**config.mk**
```make
export PLATFORM = sky130hd
export DESIGN_NAME = alu_reservation_station
export DESIGN_NICKNAME = d
export VERILOG_FILES = /design/src/rtl/alu_reservation_station.sv
export SDC_FILE = /design/constraint.sdc
export NUM_CORES = 1
export LEC_CHECK = 0
export CORE_MARGIN = 2
export CORE_UTILIZATION = 58
export CTS_CLUSTER_DIAMETER = 80
export DETAILED_ROUTE_END_ITERATION = 8
export GPL_TIMING_DRIVEN = 0
export PLACE_DENSITY = 0.79
export SYNTH_ARGS = -nofsm -noshare
export SYNTH_HDL_FRONTEND = slang
export SYNTH_SLANG_ARGS = --single-unit
```
**constraint.sdc**
```tcl
create_clock -name clk -period 12.9 [get_ports clk]
set_input_delay 2.58 -clock clk [delete_from_list [all_inputs] [get_ports clk]]
set_output_delay 2.58 -clock clk [all_outputs]
set_load 0.01 [all_outputs]
```
**src/rtl/alu_reservation_station.sv**
```systemverilog
// ALU reservation station for a Tomasulo core.
// Holds dispatched ALU ops until both operands are available, snoops the CDB
// for missing operands, issues the lowest ready entry to a single-cycle LC-3b
// ALU and keeps the result in a register until the CDB arbiter grants it.
module alu_reservation_station #(
    parameter int NUM_ENTRIES = 3,
    parameter int TAG_WIDTH   = 3,
    parameter int DATA_WIDTH  = 16
) (
    input  logic                  clk,
    input  logic                  reset,
    input  logic                  flush,
    input  logic                  dispatch_valid,
    input  logic [2:0]            dispatch_op,
    input  logic [TAG_WIDTH-1:0]  dispatch_dest,
    input  logic [DATA_WIDTH-1:0] dispatch_vj,
    input  logic [DATA_WIDTH-1:0] dispatch_vk,
    input  logic [TAG_WIDTH-1:0]  dispatch_qj,
    input  logic [TAG_WIDTH-1:0]  dispatch_qk,
    input  logic                  dispatch_rj,
    input  logic                  dispatch_rk,
    output logic                  full,
    input  logic                  cdb_valid,
    input  logic [TAG_WIDTH-1:0]  cdb_tag,
    input  logic [DATA_WIDTH-1:0] cdb_data,
    output logic                  result_valid,
    output logic [TAG_WIDTH-1:0]  result_tag,
    output logic [DATA_WIDTH-1:0] result_data,
    input  logic                  result_grant
);

    localparam int IDX_W = (NUM_ENTRIES > 1) ? $clog2(NUM_ENTRIES) : 1;

    logic [NUM_ENTRIES-1:0] busy_q, busy_d;
    logic [NUM_ENTRIES-1:0] rj_q, rj_d;
    logic [NUM_ENTRIES-1:0] rk_q, rk_d;
    logic [2:0]             op_q   [NUM_ENTRIES];
    logic [2:0]             op_d   [NUM_ENTRIES];
    logic [TAG_WIDTH-1:0]   dest_q [NUM_ENTRIES];
    logic [TAG_WIDTH-1:0]   dest_d [NUM_ENTRIES];
    logic [TAG_WIDTH-1:0]   qj_q   [NUM_ENTRIES];
    logic [TAG_WIDTH-1:0]   qj_d   [NUM_ENTRIES];
    logic [TAG_WIDTH-1:0]   qk_q   [NUM_ENTRIES];
    logic [TAG_WIDTH-1:0]   qk_d   [NUM_ENTRIES];
    logic [DATA_WIDTH-1:0]  vj_q   [NUM_ENTRIES];
    logic [DATA_WIDTH-1:0]  vj_d   [NUM_ENTRIES];
    logic [DATA_WIDTH-1:0]  vk_q   [NUM_ENTRIES];
    logic [DATA_WIDTH-1:0]  vk_d   [NUM_ENTRIES];

    logic                   res_valid_q, res_valid_d;
    logic [TAG_WIDTH-1:0]   res_tag_q, res_tag_d;
    logic [DATA_WIDTH-1:0]  res_data_q, res_data_d;

    logic [NUM_ENTRIES-1:0] ready;
    logic                   any_ready;
    logic                   any_free;
    logic [IDX_W-1:0]       issue_idx;
    logic [IDX_W-1:0]       free_idx;
    logic                   issue_en;
    logic                   dispatch_accept;

    // LC-3b ALU; the low four bits of b are the shift amount.
    function automatic logic [DATA_WIDTH-1:0] aluCompute(
        input logic [2:0]            op,
        input logic [DATA_WIDTH-1:0] a,
        input logic [DATA_WIDTH-1:0] b
    );
        logic [3:0] shamt;
        shamt = b[3:0];
        case (op)
            3'd0:    aluCompute = a + b;
            3'd1:    aluCompute = a & b;
            3'd2:    aluCompute = ~a;
            3'd3:    aluCompute = b;
            3'd4:    aluCompute = a << shamt;
            3'd5:    aluCompute = a >> shamt;
            3'd6:    aluCompute = DATA_WIDTH'($signed(a) >>> shamt);
            default: aluCompute = '0;
        endcase
    endfunction

    // Lowest-index ready entry for issue and lowest-index free slot for dispatch.
    // Only registered busy bits are used, so a slot freed by issue this cycle
    // cannot be refilled until the next cycle.
    always_comb begin
        ready     = busy_q & rj_q & rk_q;
        any_ready = |ready;
        any_free  = ~(&busy_q);
        issue_idx = '0;
        free_idx  = '0;
        for (int i = NUM_ENTRIES - 1; i >= 0; i--) begin
            if (ready[i]) begin
                issue_idx = IDX_W'(i);
            end
            if (!busy_q[i]) begin
                free_idx = IDX_W'(i);
            end
        end
        full            = ~any_free;
        issue_en        = any_ready && (!res_valid_q || result_grant);
        dispatch_accept = dispatch_valid && any_free && !flush;
    end

    // Next-state: CDB snoop, issue into the result register, dispatch, then flush overrides.
    always_comb begin
        busy_d      = busy_q;
        rj_d        = rj_q;
        rk_d        = rk_q;
        op_d        = op_q;
        dest_d      = dest_q;
        qj_d        = qj_q;
        qk_d        = qk_q;
        vj_d        = vj_q;
        vk_d        = vk_q;
        res_valid_d = res_valid_q;
        res_tag_d   = res_tag_q;
        res_data_d  = res_data_q;

        for (int i = 0; i < NUM_ENTRIES; i++) begin
            if (busy_q[i] && cdb_valid) begin
                if (!rj_q[i] && (qj_q[i] == cdb_tag)) begin
                    vj_d[i] = cdb_data;
                    rj_d[i] = 1'b1;
                end
                if (!rk_q[i] && (qk_q[i] == cdb_tag)) begin
                    vk_d[i] = cdb_data;
                    rk_d[i] = 1'b1;
                end
            end
        end

        if (issue_en) begin
            busy_d[issue_idx] = 1'b0;
            res_valid_d       = 1'b1;
            res_tag_d         = dest_q[issue_idx];
            res_data_d        = aluCompute(op_q[issue_idx], vj_q[issue_idx], vk_q[issue_idx]);
        end else if (res_valid_q && result_grant) begin
            res_valid_d = 1'b0;
        end

        if (dispatch_accept) begin
            busy_d[free_idx] = 1'b1;
            op_d[free_idx]   = dispatch_op;
            dest_d[free_idx] = dispatch_dest;
            qj_d[free_idx]   = dispatch_qj;
            qk_d[free_idx]   = dispatch_qk;
            if (!dispatch_rj && cdb_valid && (cdb_tag == dispatch_qj)) begin
                vj_d[free_idx] = cdb_data;
                rj_d[free_idx] = 1'b1;
            end else begin
                vj_d[free_idx] = dispatch_vj;
                rj_d[free_idx] = dispatch_rj;
            end
            if (!dispatch_rk && cdb_valid && (cdb_tag == dispatch_qk)) begin
                vk_d[free_idx] = cdb_data;
                rk_d[free_idx] = 1'b1;
            end else begin
                vk_d[free_idx] = dispatch_vk;
                rk_d[free_idx] = dispatch_rk;
            end
        end

        if (flush) begin
            busy_d      = '0;
            res_valid_d = 1'b0;
        end
    end

    // State registers with asynchronous clear.
    always_ff @(posedge clk or posedge reset) begin
        if (reset) begin
            busy_q      <= '0;
            rj_q        <= '0;
            rk_q        <= '0;
            res_valid_q <= 1'b0;
            res_tag_q   <= '0;
            res_data_q  <= '0;
            for (int i = 0; i < NUM_ENTRIES; i++) begin
                op_q[i]   <= '0;
                dest_q[i] <= '0;
                qj_q[i]   <= '0;
                qk_q[i]   <= '0;
                vj_q[i]   <= '0;
                vk_q[i]   <= '0;
            end
        end else begin
            busy_q      <= busy_d;
            rj_q        <= rj_d;
            rk_q        <= rk_d;
            res_valid_q <= res_valid_d;
            res_tag_q   <= res_tag_d;
            res_data_q  <= res_data_d;
            for (int i = 0; i < NUM_ENTRIES; i++) begin
                op_q[i]   <= op_d[i];
                dest_q[i] <= dest_d[i];
                qj_q[i]   <= qj_d[i];
                qk_q[i]   <= qk_d[i];
                vj_q[i]   <= vj_d[i];
                vk_q[i]   <= vk_d[i];
            end
        end
    end

    assign result_valid = res_valid_q;
    assign result_tag   = res_tag_q;
    assign result_data  = res_data_q;

endmodule

```
==> results.toml <==
[worst_hold_path]
hold_class = "flop to flop"

[worst_setup_path]
crit_required_ns = 13.19
worst-setup-path-type = "primary input to flop"
critPathCaptureType = "flop"
cp.arrival_ns = 5.69
path_buf_inv = 2
critical-path-slowest-cell = "nor2_1"
cp_slowest_stage_delay_ns = 0.93
path_max_fanout = 10
worstPathCellList = "clkdlybuf4s50_1 -> nand2_1 -> or4_1 -> nor2_1 -> buf_2 -> mux2i_1 -> o22ai_1"
worstSetupStartpointType = "primary input"
crit_family = "simple AND/OR/NAND/NOR gates"

[layout]
drive_above_1_share_pct = 9.71
regArea_um2 = 4030
layout_common_cells = "168 x a21oi_1, 161 x dfrtp_1, 144 x nor2_1, 138 x mux2i_1, 117 x o22ai_1"
multi_input_area_um2 = 6850
finalNetCount = 1476
fillers = 1599
area_delta_synth_final_pct = 14.8
layout_commonest_cell = "a21oi_1"

[detailed_routing]
vias_per_cell = 7.20
wl_mm = 45.4
vias = 12009
wl_per_cell_um = 27.2
dr.pass1.iters = 7
drtIter0Drc = 1757
drc = 0
antenna_left = 0

[clock_tree]
cts.repair.resized = 0
path_clk_slew_ns = 0.07
cts_root_buffer = "clkbuf_16"
clk_latency_ns = 0.45
cts-buffers-inserted = 17
post_cts_buffers = 0
clock_path_buffers = 2
h-tree-depth = 4
cts_sinks = 161
cts_tree = "built"
holdBufCountCts = 0

[sta]
hold_viol = 0
final-setup-viol-count = 0
fmax_mhz = 185
rsz0062_at_grt = "false"
relSlewSlack_pct = 15.5
min_period_ns = 5.39
setup_tns_ns = 0
slew_violations = 0
fin_skew_ns = 0.0183
fin_crit_sh_pct = 41.8
worst_pin_slew_ns = 1.27

[yosys]
syn_area_per_cell_um2 = 8.84
synth_mux_area_share_pct = 17.1
synth-async-reset-ratio_pct = 100
synth_seq_cells = 161
synthXorXnorAreaFrac_pct = 2.68
yosysUniqueCellTypes = 75
ys.flop_type = "dfrtp_1"
synth_top_family_by_area = "compound AO/OA/AOI/OAI gates"
syn_area_um2 = 11500
seq_area_frac_synth_pct = 35.2
synth_cells = 1295
synth_compound_area_share_pct = 25.5
synth_fa_ha_area_share_pct = 1.94
synth_edf_count = 0
synth-simple-area-share_pct = 12.5
yosys_warnings = 0
synth_nets = 1383

[power]
switching_share_pct = 43.7
power.density_nw_per_um2 = 191
peakVddDrop_mv = 0.117
clkPwrFrac_pct = 20.4
p_leak_nw = 5.18
p_seq_share_pct = 31.2
finalPower_w = 0.00251
p_int_w = 0.00141
p_comb_share_pct = 48.4
net-switching-power_w = 0.00110

[grt]
grt_use_total_pct = 44.4
grt_overflow = 0
grt_pass1_vias = 11566
grt_max_degree = 93
grt_first_pass_wirelength_mm = 68.7
antenna_found_initial = 0

[die]
core_um2 = 19400
die-area_um2 = 20900
io_pins = 92
rows = 51
die_h_um = 145
die_x_um = 145
start_util_pct = 59.0

[placement]
portBuffers = 72
gp_congestion = 1.04
hpwlAfterDp_mm = 32.7

[flow_run]
cap_viol_max_count = 0

[outcome]
outcome = "complete, no violations"
## area by class of cell
cell class | count | area share [%]
clock buffers | 17 | 3.24
multi-input cells | 1002 | 52.1
plain buffers | 122 | 4.13
well taps | 265 | 2.52
flip-flops and latches | 161 | 30.6
diodes | 1 | 0.0190
clock inverters | 15 | 1.23
inverters | 10 | 0.343
repair buffers | 74 | 5.78
## cell usage after synthesis (10+ instances only)
library cell	number	area, um^2
mux2_2	46	518
o22ai_1	117	732
nor3_1	17	85.1
and4_1	20	175
nand3_1	19	95.1
nand2_1	53	199
buf_2	25	125
dfrtp_1	161	4030
a22oi_1	16	120
mux2i_1	138	1380
xor2_1	23	201
buf_1	10	37.5
clkbuf_1	77	289
nor2_1	144	541
a21oi_1	168	841
ha_1	17	213
o2bb2ai_1	14	123
o21ai_0	25	125
xnor2_1	12	105
a31oi_1	30	188
## path summary, 6_finish.rpt
check | to | slack, ns | depth (start not counted) | startpoint
max | vk_q[14] | 7.51 | 7 | cdb_valid
min in group asynchronous | result_data[12] | 2.58 | 2 | reset
max in group asynchronous | vk_q[30] | 9.41 | 3 | reset
min reg2reg | result_data[2] | 0.48 | 2 | result_data[2]
min | result_data[2] | 0.48 | 2 | result_data[2]
max reg2reg | result_data[11] | 8.02 | 18 | busy_q[2]
## power by group through the flow
stage | Clock [W] | Combinational [W] | Sequential [W]
2_1_floorplan | 0 | 0.000782 | 0.000765
3_3_place_gp | 0 | 0.00115 | 0.000775
3_5_place_dp | 0 | 0.00116 | 0.000784
4_1_cts | 0.000507 | 0.00117 | 0.000777
5_1_grt | 0.000530 | 0.00128 | 0.000796
6_report | 0.000511 | 0.00121 | 0.000782
## flip-flops by register name, summed over array words and instances (netlist names), 9 cells and up
signal       cells
vj_q            48
vk_q            48
result_data     16
dest_q           9
op_q             9
qj_q             9
qk_q             9
## through the flow
stage | area (um^2) | util [%] | std cells | hold slack, ns | setup WS [ns]
after floorplan | 11500 | - | 1295 | 0.473 | 5.97
after global placement | 12500 | 64.5 | 1632 | 0.465 | 3.62
after detailed placement | 12600 | 64.7 | 1634 | 0.468 | 7.24
after CTS | 13100 | 67.8 | 1666 | 0.486 | 7.70
after global routing | 13100 | 67.8 | 1666 | 0.515 | 7.42
final | 13100 | 67.8 | 1667 | 0.479 | 7.51
## per-layer routing
layer / vias to the layer above / part of all wire [%] / global-route usage [%]
li1: 5107 / - / -
met3: 271 / 12 / 11.5
met5: - / 0 / 0
met2: 984 / 45 / 70.2
met4: 0 / 8.4 / 30.0
met1: 5647 / 35 / 53.2
## cells by family (layout without fill, tap and decap cells)
kind of cell | Yosys count | count (layout)
compound gates | 460 | 460
simple gates | 301 | 301
mux | 188 | 188
flops | 161 | 161
buf+inv | 132 | 238
xor+xnor | 35 | 35
fa+ha+maj | 18 | 18
other cells | 0 | 1
## tightest hold or removal path: stages, from the launching register on
cell	delay (ns)
dfrtp_1	0.34
nand2_1	0.04
o21ai_0	0.06
(Power assumes the default switching activity.)
